--- src/rtl/signal_gen_pkg.sv ---
// Shared definitions for the rectangular-wave / PWM generator.
//   gen_state_e  : generator FSM states
//   timing_cfg_t : one complete timing configuration {high, low, count}
//   first_phase  : selects the first phase of a period from the high time
package signal_gen_pkg;

  localparam int CNT_W_DEF  = 16;
  localparam int PCNT_W_DEF = 16;

  typedef enum logic [1:0] {
    IDLE = 2'd0,
    HIGH = 2'd1,
    LOW  = 2'd2,
    DONE = 2'd3
  } gen_state_e;

  typedef struct packed {
    logic [CNT_W_DEF-1:0]  high;
    logic [CNT_W_DEF-1:0]  low;
    logic [PCNT_W_DEF-1:0] count;
  } timing_cfg_t;

  // A period starts in LOW only when its high time is zero.
  function automatic gen_state_e first_phase(input logic high_is_zero);
    return high_is_zero ? LOW : HIGH;
  endfunction

endpackage

--- src/rtl/digital_signal_generate_if.sv ---
// Control/status bundle of the signal generator.
//   master : controller side (drives start/stop and timing, reads status)
//   slave  : generator side
interface digital_signal_generate_if #(
  parameter int CNT_W  = 16,
  parameter int PCNT_W = 16
);
  logic              gen_start;
  logic              gen_stop;
  logic [CNT_W-1:0]  high_time;
  logic [CNT_W-1:0]  low_time;
  logic [PCNT_W-1:0] pulse_count;
  logic              gen_pin;
  logic              busy;
  logic              period_tick;
  logic [PCNT_W-1:0] periods_done;
  logic              gen_done;
  logic              cfg_err;

  modport master (
    output gen_start, gen_stop, high_time, low_time, pulse_count,
    input  gen_pin, busy, period_tick, periods_done, gen_done, cfg_err
  );

  modport slave (
    input  gen_start, gen_stop, high_time, low_time, pulse_count,
    output gen_pin, busy, period_tick, periods_done, gen_done, cfg_err
  );
endinterface

--- src/rtl/gen_phase_counter.sv ---
// Phase counter for the signal generator.
//   clk, rst : clock and synchronous active-high reset
//   clr      : force count to 0 (has priority over en)
//   en       : count up by one
//   term     : terminal value (phase length - 1)
//   at_term  : count equals term
// Counting stops at term because the owner clears on at_term, so the
// counter never wraps.
module gen_phase_counter #(
  parameter int W = 16
) (
  input  logic         clk,
  input  logic         rst,
  input  logic         clr,
  input  logic         en,
  input  logic [W-1:0] term,
  output logic         at_term
);

  localparam logic [W-1:0] ONE = W'(1);

  logic [W-1:0] cnt;

  always_ff @(posedge clk) begin
    if (rst) begin
      cnt <= '0;
    end else if (clr) begin
      cnt <= '0;
    end else if (en) begin
      cnt <= cnt + ONE;
    end
  end

  assign at_term = (cnt == term);

endmodule

--- src/rtl/digital_signal_generate.sv ---
// Programmable rectangular-wave / PWM generator.
//   clk, rst : clock and synchronous active-high reset
//   bus      : slave side of digital_signal_generate_if
//              in : gen_start, gen_stop, high_time, low_time, pulse_count
//              out: gen_pin, busy, period_tick, periods_done, gen_done, cfg_err
//
// state | meaning
// IDLE  | waiting for gen_start
// HIGH  | high phase, gen_pin = 1
// LOW   | low phase, gen_pin = 0
// DONE  | one-cycle end marker, gen_done = 1
module digital_signal_generate
  import signal_gen_pkg::*;
#(
  parameter int CNT_W  = CNT_W_DEF,
  parameter int PCNT_W = PCNT_W_DEF
) (
  input logic                      clk,
  input logic                      rst,
  digital_signal_generate_if.slave bus
);

  localparam logic [CNT_W-1:0]  CNT_ONE  = CNT_W'(1);
  localparam logic [PCNT_W-1:0] PCNT_ONE = PCNT_W'(1);

  gen_state_e        state, state_nxt;
  logic [CNT_W-1:0]  high_sh, low_sh;
  logic [PCNT_W-1:0] count_sh;
  logic [PCNT_W-1:0] periods_done_q;
  logic [PCNT_W-1:0] periods_inc;
  logic              stop_pend;
  logic              gen_pin_q;
  logic              cfg_err_q;

  logic              busy_s;
  logic              at_term;
  logic [CNT_W-1:0]  term_val;
  logic              period_end;
  logic              last_period;
  logic              stop_eff;
  logic              start_req;
  logic              start_bad;
  logic              new_cfg_zero;
  logic              relatch;

  // ---------------------------------------------------------------
  // Datapath decode
  // ---------------------------------------------------------------
  always_comb begin
    busy_s       = (state == HIGH) || (state == LOW);
    term_val     = (state == HIGH) ? (high_sh - CNT_ONE) : (low_sh - CNT_ONE);
    period_end   = ((state == HIGH) && at_term && (low_sh == '0)) ||
                   ((state == LOW) && at_term);
    periods_inc  = periods_done_q + PCNT_ONE;
    last_period  = (count_sh != '0) && (periods_inc == count_sh);
    // A stop arriving in the last cycle of a period still ends that period.
    stop_eff     = stop_pend || bus.gen_stop;
    start_req    = (state == IDLE) && bus.gen_start;
    new_cfg_zero = (bus.high_time == '0) && (bus.low_time == '0);
    start_bad    = start_req && new_cfg_zero;
    relatch      = period_end && !last_period && !stop_eff;
  end

  gen_phase_counter #(
    .W (CNT_W)
  ) u_phase (
    .clk     (clk),
    .rst     (rst),
    .clr     (!busy_s || at_term),
    .en      (busy_s),
    .term    (term_val),
    .at_term (at_term)
  );

  // ---------------------------------------------------------------
  // FSM: state register
  // ---------------------------------------------------------------
  always_ff @(posedge clk) begin
    if (rst) begin
      state     <= IDLE;
      gen_pin_q <= 1'b0;
    end else begin
      state     <= state_nxt;
      gen_pin_q <= (state_nxt == HIGH);
    end
  end

  // ---------------------------------------------------------------
  // FSM: next state
  // ---------------------------------------------------------------
  always_comb begin
    gen_state_e end_target;
    if (last_period || stop_eff || new_cfg_zero) begin
      end_target = DONE;
    end else begin
      end_target = first_phase(bus.high_time == '0);
    end

    state_nxt = state;
    unique case (state)
      IDLE: begin
        if (start_req && !start_bad) begin
          state_nxt = first_phase(bus.high_time == '0);
        end
      end
      HIGH: begin
        if (at_term) begin
          state_nxt = (low_sh != '0) ? LOW : end_target;
        end
      end
      LOW: begin
        if (at_term) begin
          state_nxt = end_target;
        end
      end
      DONE: state_nxt = IDLE;
      default: state_nxt = IDLE;
    endcase
  end

  // ---------------------------------------------------------------
  // Shadow configuration, period counter, stop request
  // ---------------------------------------------------------------
  always_ff @(posedge clk) begin
    if (rst) begin
      high_sh        <= '0;
      low_sh         <= '0;
      count_sh       <= '0;
      periods_done_q <= '0;
      stop_pend      <= 1'b0;
      cfg_err_q      <= 1'b0;
    end else begin
      cfg_err_q <= start_bad;

      // Times are only re-sampled at a period boundary so a period is
      // never a mix of old and new settings; the count stays fixed per run.
      if (start_req) begin
        high_sh  <= bus.high_time;
        low_sh   <= bus.low_time;
        count_sh <= bus.pulse_count;
      end else if (relatch) begin
        high_sh <= bus.high_time;
        low_sh  <= bus.low_time;
      end

      if (start_req && !start_bad) begin
        periods_done_q <= '0;
      end else if (period_end) begin
        periods_done_q <= periods_inc;
      end

      if (state_nxt == IDLE) begin
        stop_pend <= 1'b0;
      end else if (busy_s && bus.gen_stop) begin
        stop_pend <= 1'b1;
      end
    end
  end

  // ---------------------------------------------------------------
  // FSM: outputs
  // ---------------------------------------------------------------
  always_comb begin
    bus.gen_pin      = gen_pin_q;
    bus.busy         = busy_s;
    bus.period_tick  = period_end;
    bus.periods_done = periods_done_q;
    bus.gen_done     = (state == DONE);
    bus.cfg_err      = cfg_err_q;
  end

endmodule

--- src/flat_wrapper.sv ---
// flat-port wrapper written by rule: the top's interface ports become plain ports
module digital_signal_generate_flat import signal_gen_pkg::*;
#(
  parameter int CNT_W  = CNT_W_DEF,
  parameter int PCNT_W = PCNT_W_DEF
)
  (clk, rst, bus_gen_start, bus_gen_stop, bus_high_time, bus_low_time, bus_pulse_count, bus_gen_pin, bus_busy, bus_period_tick, bus_periods_done, bus_gen_done, bus_cfg_err);
  digital_signal_generate_if #(.CNT_W(CNT_W), .PCNT_W(PCNT_W)) bus_i ();
  input logic clk;
  input logic rst;
  input wire logic [$bits(bus_i.gen_start)-1:0] bus_gen_start;
  input wire logic [$bits(bus_i.gen_stop)-1:0] bus_gen_stop;
  input wire logic [$bits(bus_i.high_time)-1:0] bus_high_time;
  input wire logic [$bits(bus_i.low_time)-1:0] bus_low_time;
  input wire logic [$bits(bus_i.pulse_count)-1:0] bus_pulse_count;
  output wire logic [$bits(bus_i.gen_pin)-1:0] bus_gen_pin;
  output wire logic [$bits(bus_i.busy)-1:0] bus_busy;
  output wire logic [$bits(bus_i.period_tick)-1:0] bus_period_tick;
  output wire logic [$bits(bus_i.periods_done)-1:0] bus_periods_done;
  output wire logic [$bits(bus_i.gen_done)-1:0] bus_gen_done;
  output wire logic [$bits(bus_i.cfg_err)-1:0] bus_cfg_err;
  assign bus_i.gen_start = bus_gen_start;
  assign bus_i.gen_stop = bus_gen_stop;
  assign bus_i.high_time = bus_high_time;
  assign bus_i.low_time = bus_low_time;
  assign bus_i.pulse_count = bus_pulse_count;
  assign bus_gen_pin = bus_i.gen_pin;
  assign bus_busy = bus_i.busy;
  assign bus_period_tick = bus_i.period_tick;
  assign bus_periods_done = bus_i.periods_done;
  assign bus_gen_done = bus_i.gen_done;
  assign bus_cfg_err = bus_i.cfg_err;
  digital_signal_generate #(.CNT_W(CNT_W), .PCNT_W(PCNT_W)) u_core (.clk(clk), .rst(rst), .bus(bus_i));
endmodule
--- config.mk ---
export PLATFORM = sky130hd
export DESIGN_NAME = digital_signal_generate_flat
export DESIGN_NICKNAME = d
export VERILOG_FILES = /design/src/rtl/signal_gen_pkg.sv /design/src/rtl/digital_signal_generate_if.sv /design/src/rtl/gen_phase_counter.sv /design/src/rtl/digital_signal_generate.sv /design/src/flat_wrapper.sv
export SDC_FILE = /design/constraint.sdc
export NUM_CORES = 1
export LEC_CHECK = 0
export BUFFER_PORTS_ARGS = -buffer_cell sky130_fd_sc_hd__buf_2
export CAP_MARGIN = 20
export CORE_MARGIN = 2
export CORE_UTILIZATION = 45
export CTS_CLUSTER_SIZE = 10
export DETAILED_ROUTE_END_ITERATION = 8
export PLACE_DENSITY_LB_ADDON = 0.08
export SLEW_MARGIN = 20
export SYNTH_ARGS = -nofsm -noshare
export SYNTH_HDL_FRONTEND = slang
export SYNTH_SLANG_ARGS = --single-unit
--- constraint.sdc ---
create_clock -name clk -period 4.8 [get_ports clk]
set_input_delay 0.24 -clock clk [delete_from_list [all_inputs] [get_ports clk]]
set_output_delay 0.24 -clock clk [all_outputs]
set_load 0.005 [all_outputs]
* After elaboration in Yosys (flattened, before gate mapping)
Cells that the tools add are included.
** Storage, ports and cells
- Register bits after elaboration :: 85
- Bits in latches :: 0
- Memory bits (writable) :: 0
- ROM bits :: 0
- Input port bits :: 52
- Output and inout port bits :: 21
- Logic and storage cells :: 63
- Memories kept :: 0
** Operators by class
- Add/sub/neg operators :: 4
- Multipliers :: 0
- Divide/modulo/power cells :: 0
- $lt $le $gt $ge :: 0
- Eq/ne operators :: 6
- Shift operators :: 0
- Mux-type cells :: 12
- Bitwise gates (word level) :: 0
- Reductions and logical operators :: 32
** Operator list (count)
- 2-to-1 mux 16 bit :: 5
- zero test 16 bit :: 3
- adder 16 x 1 -> 16 bit (second input constant) :: 2
- equality test 16 bit :: 2
- nonzero test 16 bit :: 2
- subtractor 16 x 1 -> 16 bit (second input constant) :: 2
- 2-to-1 mux 2 bit :: 6
- logical AND 1 bit :: 11
- case mux 2 bit (4 select lines) :: 1
- logical OR 1 bit :: 6
- OR reduction 2 bit :: 3
- equality test 2 x 1 -> 1 bit (second input constant) :: 2
- equality test 2 bit (second input constant) :: 2
- zero test 1 bit :: 4
- zero test 2 bit :: 2
- nonzero test 2 bit :: 1

* Longest topological paths before layout
- Depth after elaboration :: 11
- Depth in mapped cells :: 18
- Mapped depth without buffers :: 12

* By module
Synthesis repeated with hierarchy kept, for this count alone.
** Unflattened totals
- Cell total of the unflattened synthesis :: 615
- Area total of the unflattened synthesis :: 5108.6 sq um
** Modules (own cells, without submodules)
- digital_signal_generate :: instances 1, cells an instance 508, area each 4175.3 sq um, seq. area each 1381.3 sq um
- gen_phase_counter :: instances 1, cells an instance 107, area each 933.4 sq um, seq. area each 320.3 sq um

* Worst setup path before layout
OpenSTA, ideal clock, no wires.
- Path type :: register -> register
- From :: register u_core.state[1]
- To :: register u_core.periods_done_q[11] (netlist: u_core.bus.periods_done[11])
- Setup time :: 70 ps
- Data arrival time :: 3827 ps
- Data required time :: 4730 ps
- Setup slack :: 903 ps
- Stages on the path, launching flop included :: 18
- Path buffers :: 5
- Clock period less this slack :: 3897 ps
- Path through :: dfxtp_1 > inv_1 > ha_1 > buf_4 > buf_6 > buf_6 > buf_2 > mux2i_1 > ha_1 > nor4b_1 > o2bb2a_1 > a2111oi_0 > a21oi_1 > a221oi_4 > nand4b_4 > buf_6 > or4_1 > a21oi_1
** Between the ends
- Word-level cells in the longest chain between the ends :: 6
- Elaborated cells between the ends (all ways) :: 14
** RTL lines
- from (decl) :: line digital_signal_generate.sv:26 : gen_state_e state, state_nxt;
- from (signal assigned) :: line digital_signal_generate.sv:83 : state <= state_nxt;
- equality test 2 x 1 -> 1 bit / zero test 2 bit (equally long branches) :: line digital_signal_generate.sv:51, digital_signal_generate.sv:52, digital_signal_generate.sv:58
- 2-to-1 mux 16 bit / logical AND 1 bit (equally long branches) :: line digital_signal_generate.sv:51, digital_signal_generate.sv:58
- equality test 16 bit / logical AND 1 bit (equally long branches) :: line gen_phase_counter.sv:34, digital_signal_generate.sv:60
- logical AND 1 bit / zero test 1 bit (equally long branches) :: line digital_signal_generate.sv:52, digital_signal_generate.sv:146
- logical AND 1 bit, on equally long branches :: line digital_signal_generate.sv:52, digital_signal_generate.sv:146
- logical OR 1 bit / OR reduction 2 bit (equally long branches)
- to (signal assigned) :: line digital_signal_generate.sv:149 : periods_done_q <= periods_inc;
- to (decl) :: line digital_signal_generate.sv:29 : logic [PCNT_W-1:0] periods_done_q;
Several ways; a longest one is shown, not always the timed one.
A chain may end at the register's enable or synchronous reset.

* Worst setup path after layout
- From :: register u_core.state[1]
- To :: output bus_period_tick
** Between the ends
- Word-level cells in the longest chain between the ends :: 6
- Elaborated cells between the ends (all ways) :: 8
** RTL lines
- equality test 2 x 1 -> 1 bit :: line digital_signal_generate.sv:51, digital_signal_generate.sv:52
- 2-to-1 mux 16 bit :: line digital_signal_generate.sv:51 : term_val = (state == HIGH) ? (high_sh - CNT_ONE) : (low_sh - CNT_ONE);
- equality test 16 bit :: line gen_phase_counter.sv:34 : assign at_term = (cnt == term);
- logical AND 1 bit (2 in a row) :: line digital_signal_generate.sv:52 : period_end = ((state == HIGH) && at_term && (low_sh == '0)) ||
- logical OR 1 bit * :: line digital_signal_generate.sv:52
- to (decl) :: line flat_wrapper.sv:18 : output wire logic [$bits(bus_i.period_tick)-1:0] bus_period_tick;
Mark *: on every way between the ends. The rest lies on a longest branch, timed or not.

==> impl_metrics.env <==
export IMPL_gp_congestion=0.870
export IMPL_worst_path_buf_inv=4
export IMPL_yosysWarnings=0
export IMPL_critPathRequiredTime_ns=4.56
export IMPL_pin_count=73
export IMPL_cap_violations=0
export IMPL_leakage_nw=2.30
export IMPL_worstHoldPathType="in2reg"
export IMPL_outcome="completed"
export IMPL_seq_area_frac_synth_pct=34.0
export IMPL_grt_use_met3_pct=2.67
export IMPL_hold_depth=3
export IMPL_dieWidth_um=109
export IMPL_synth_fp_nets=662
export IMPL_grt_pass1_vias=4213
export IMPL_slew_headroom_pct=33.9
export IMPL_ir_drop_mv=0.189
export IMPL_grt_overflow=0
export IMPL_grt_max_degree=68
export IMPL_ys_top_cells_by_area="dfxtp_1, mux2i_1, nand2_1, xnor2_1, a21oi_1"
export IMPL_swShare_pct=36.2
export IMPL_die_area_mm2=0.0120
export IMPL_clockPowerShare_pct=25.1
export IMPL_cp_end_kind="output pin"
export IMPL_fp_row_count=38
export IMPL_grt_first_pass_wirelength_mm=20.3
export IMPL_dieHeight_um=109
export IMPL_drtPass1Iterations=7
export IMPL_synth_top_area_share_pct=34.0
export IMPL_rsz0062_at_grt="false"
export IMPL_via_per_inst=5.65
export IMPL_cp_depth=13
export IMPL_power_density_mw_per_mm2=456
export IMPL_hpwlAfterDp_mm=9.57
export IMPL_initial_utilization_pct=46.2
export IMPL_yosysTopAreaCell="dfxtp_1"
export IMPL_fin_area_mm2=0.00567
export IMPL_grtUsageTotal_pct=21.8
export IMPL_clk_root_buffer_cell="clkbuf_8"
export IMPL_drt_iter0_drc=266
export IMPL_cts_buffers=9
export IMPL_seqPwrFrac_pct=34.1
export IMPL_comb_power_share_pct=40.8
export IMPL_vias=4523
export IMPL_antenna_found_initial=0
export IMPL_coreArea_mm2=0.0108
export IMPL_clock_sinks=85
export IMPL_finalSetupViolCount=0
export IMPL_n_fill_cell=1049
export IMPL_r2r_start="u_core.state[1]"
export IMPL_drv_slew=0
export IMPL_ys_ff_latch=85
export IMPL_cp_cell_sequence="inv_1 -> ha_1 -> mux2i_1 -> ha_1 -> nor4b_1 -> o211ai_1 -> xnor2_1 -> nor4_1 -> o2111a_1 -> nand4b_4 -> buf_4 -> inv_1 -> buf_2"
export IMPL_finClkSkew_ns=0.00763
export IMPL_reg2reg_to="u_core.bus.periods_done[5]"
export IMPL_synth_edf_count=0
export IMPL_nets=718
export IMPL_placed_area_mm2=0.00542
export IMPL_avgSynthCellArea_um2=8.32
export IMPL_async_reset_ff_share_pct=0
export IMPL_yosys_top_cells_count="nand2_1, dfxtp_1, mux2i_1, a21oi_1, xnor2_1"
export IMPL_critPathKind="reg2out"
export IMPL_startpoint_type="flip-flop"
export IMPL_antenna_left=0
export IMPL_r2r_setup_slack_ns=0.34
export IMPL_rr_worst_depth=13
export IMPL_n_antenna_cell=0
export IMPL_hold_start="bus_pulse_count[8]"
export IMPL_hold_slack_ns=0.0956
export IMPL_setup_tns_final_ns=0
export IMPL_fin_crit_ns=4.49
export IMPL_cts_tree="yes"
export IMPL_synth_top_flop_cell="dfxtp_1"
export IMPL_routed_wl_mm=12.6
export IMPL_synth_most_common_cell="nand2_1"
export IMPL_path_clk_slew_ns=0.09
export IMPL_post_route_util_pct=52.3
export IMPL_syn_area_mm2=0.00501
export IMPL_final_layout_size_suffix_gt1_share_pct=16.5
export IMPL_synth_distinct_cells=62
export IMPL_crit_arrival_ns=4.25
export IMPL_route_detailed_drc=0
export IMPL_finalHoldViolCount=0
export IMPL_fmax_mhz=223
export IMPL_cts_max_path_buffers=2
export IMPL_p_sw_uw=937
export IMPL_synth_cells=602
export IMPL_power_internal_mw=1.65
export IMPL_portBuffers=72
export IMPL_met1_usage_pct=26.7
export IMPL_timing_final_crit_share_pct=93.5
export IMPL_top_usage_layer="met2"
export IMPL_slowest_stage="nor4b_1"
export IMPL_critical_path_top_delay_family="simple AND/OR/NAND/NOR gates"
export IMPL_syn_to_final_growth_pct=13.3
export IMPL_cts_htree_levels=3
export IMPL_crit_fanout=31
export IMPL_worst_pin_slew_ns=0.992
export IMPL_use_met2_pct=37.6
export IMPL_critPathMaxStageDelay_ns=0.53
export IMPL_post_drt_wl_per_cell_um=15.7
export IMPL_min_to="u_core.count_sh[8]"
export IMPL_clk_latency_ns=0.37
[power by group through the flow]
stage,Clock [mW],Sequential (mW),Combinational [mW]
2_1_floorplan,0,0.868,0.852
3_3_place_gp,0,0.895,1.01
3_5_place_dp,0,0.899,1.03
4_1_cts,0.661,0.882,1.04
5_1_grt,0.693,0.896,1.15
6_report,0.650,0.882,1.05
[per-stage QoR]
stage | total power, mW | setup slack [ns] | cells
2_1_floorplan | 1.72 | 0.903 | 602
3_3_place_gp | 1.90 | 0.612 | 786
3_5_place_dp | 1.93 | 0.394 | 786
4_1_cts | 2.58 | 0.301 | 800
5_1_grt | 2.74 | 0.107 | 801
6_report | 2.59 | 0.312 | 801
[cell families (layout without fill, tap and decap cells)]
kind of cell | after synthesis | after routing | synth area share, %
XOR/XNOR | 55 | 55 | 10.1
buffers and inverters | 42 | 101 | 3.82
flip-flops | 85 | 85 | 34.0
adder cells (fa/ha/maj) | 8 | 8 | 2.00
multiplexers | 50 | 50 | 10.0
AND/OR/NAND/NOR | 271 | 271 | 28.1
AO/OA/AOI/OAI | 91 | 91 | 12.0
[tightest hold or removal path, cell delays in order]
cell	delay, ns
buf_2	0.09
nand2_1	0.04
a21oi_1	0.05
[routing by layer]
layer  routed length (um)  vias to the layer above
li1                     -                     2273
met1                 5630                     2104
met2                 6120                      121
met3                  529                       25
met4                  326                        0
met5                    0                        -
[timing repair]
item,in CTS,in global routing
hold buffers,0,0
endpoints found under the setup margin,0,27
setup buffers,0,1
gates resized for setup,0,0
[sequential cells by signal, indices dropped and copies added (netlist names)]
name	cells
u_core.count_sh	16
u_core.state	2
u_core.high_sh	16
u_core.u_phase.cnt	16
u_core.bus.gen_pin	1
u_core.low_sh	16
u_core.stop_pend	1
u_core.bus.periods_done	16
u_core.bus.cfg_err	1
[cell type report]
class                           instances  area (um^2)  share of cell area, %
Tap cell                              140          175                   3.09
Multi-Input combinational cell        475         3120                   54.9
Clock buffer                            9          124                   2.18
Clock inverter                          5          125                   2.21
Timing Repair Buffer                   76          390                   6.88
Sequential cell                        85         1700                   30.0
Inverter                               11         41.3                  0.728
[worst max-delay path by stage]
| stage | startpoint | end |
|---|---|---|
| 5_1_grt | u_core.state[1] | bus_period_tick |
| 2_1_floorplan | u_core.state[1] | u_core.bus.periods_done[11] |
| 3_3_place_gp | u_core.state[1] | u_core.high_sh[13] |
| 4_1_cts | u_core.state[1] | bus_period_tick |
| 6_report | u_core.state[1] | bus_period_tick |
| 3_5_place_dp | u_core.state[1] | u_core.low_sh[8] |
[layout by cell type (no fill, tap or decap), types with 8 or more instances in the layout]
cell	netlist	routed
a21oi_1	39	39
and3_1	8	8
buf_2	6	72
clkbuf_8	0	9
dfxtp_1	85	85
ha_1	8	8
inv_1	11	10
mux2i_1	48	48
nand2_1	119	119
nand3_1	19	19
nand4_1	14	14
nor2_1	24	24
nor3_1	8	8
nor4_1	16	16
o21ai_0	12	12
o31ai_1	8	8
or3_1	16	16
or4_1	10	10
xnor2_1	35	35
xor2_1	18	18
Note: power is estimated with default switching activity, not from simulation.
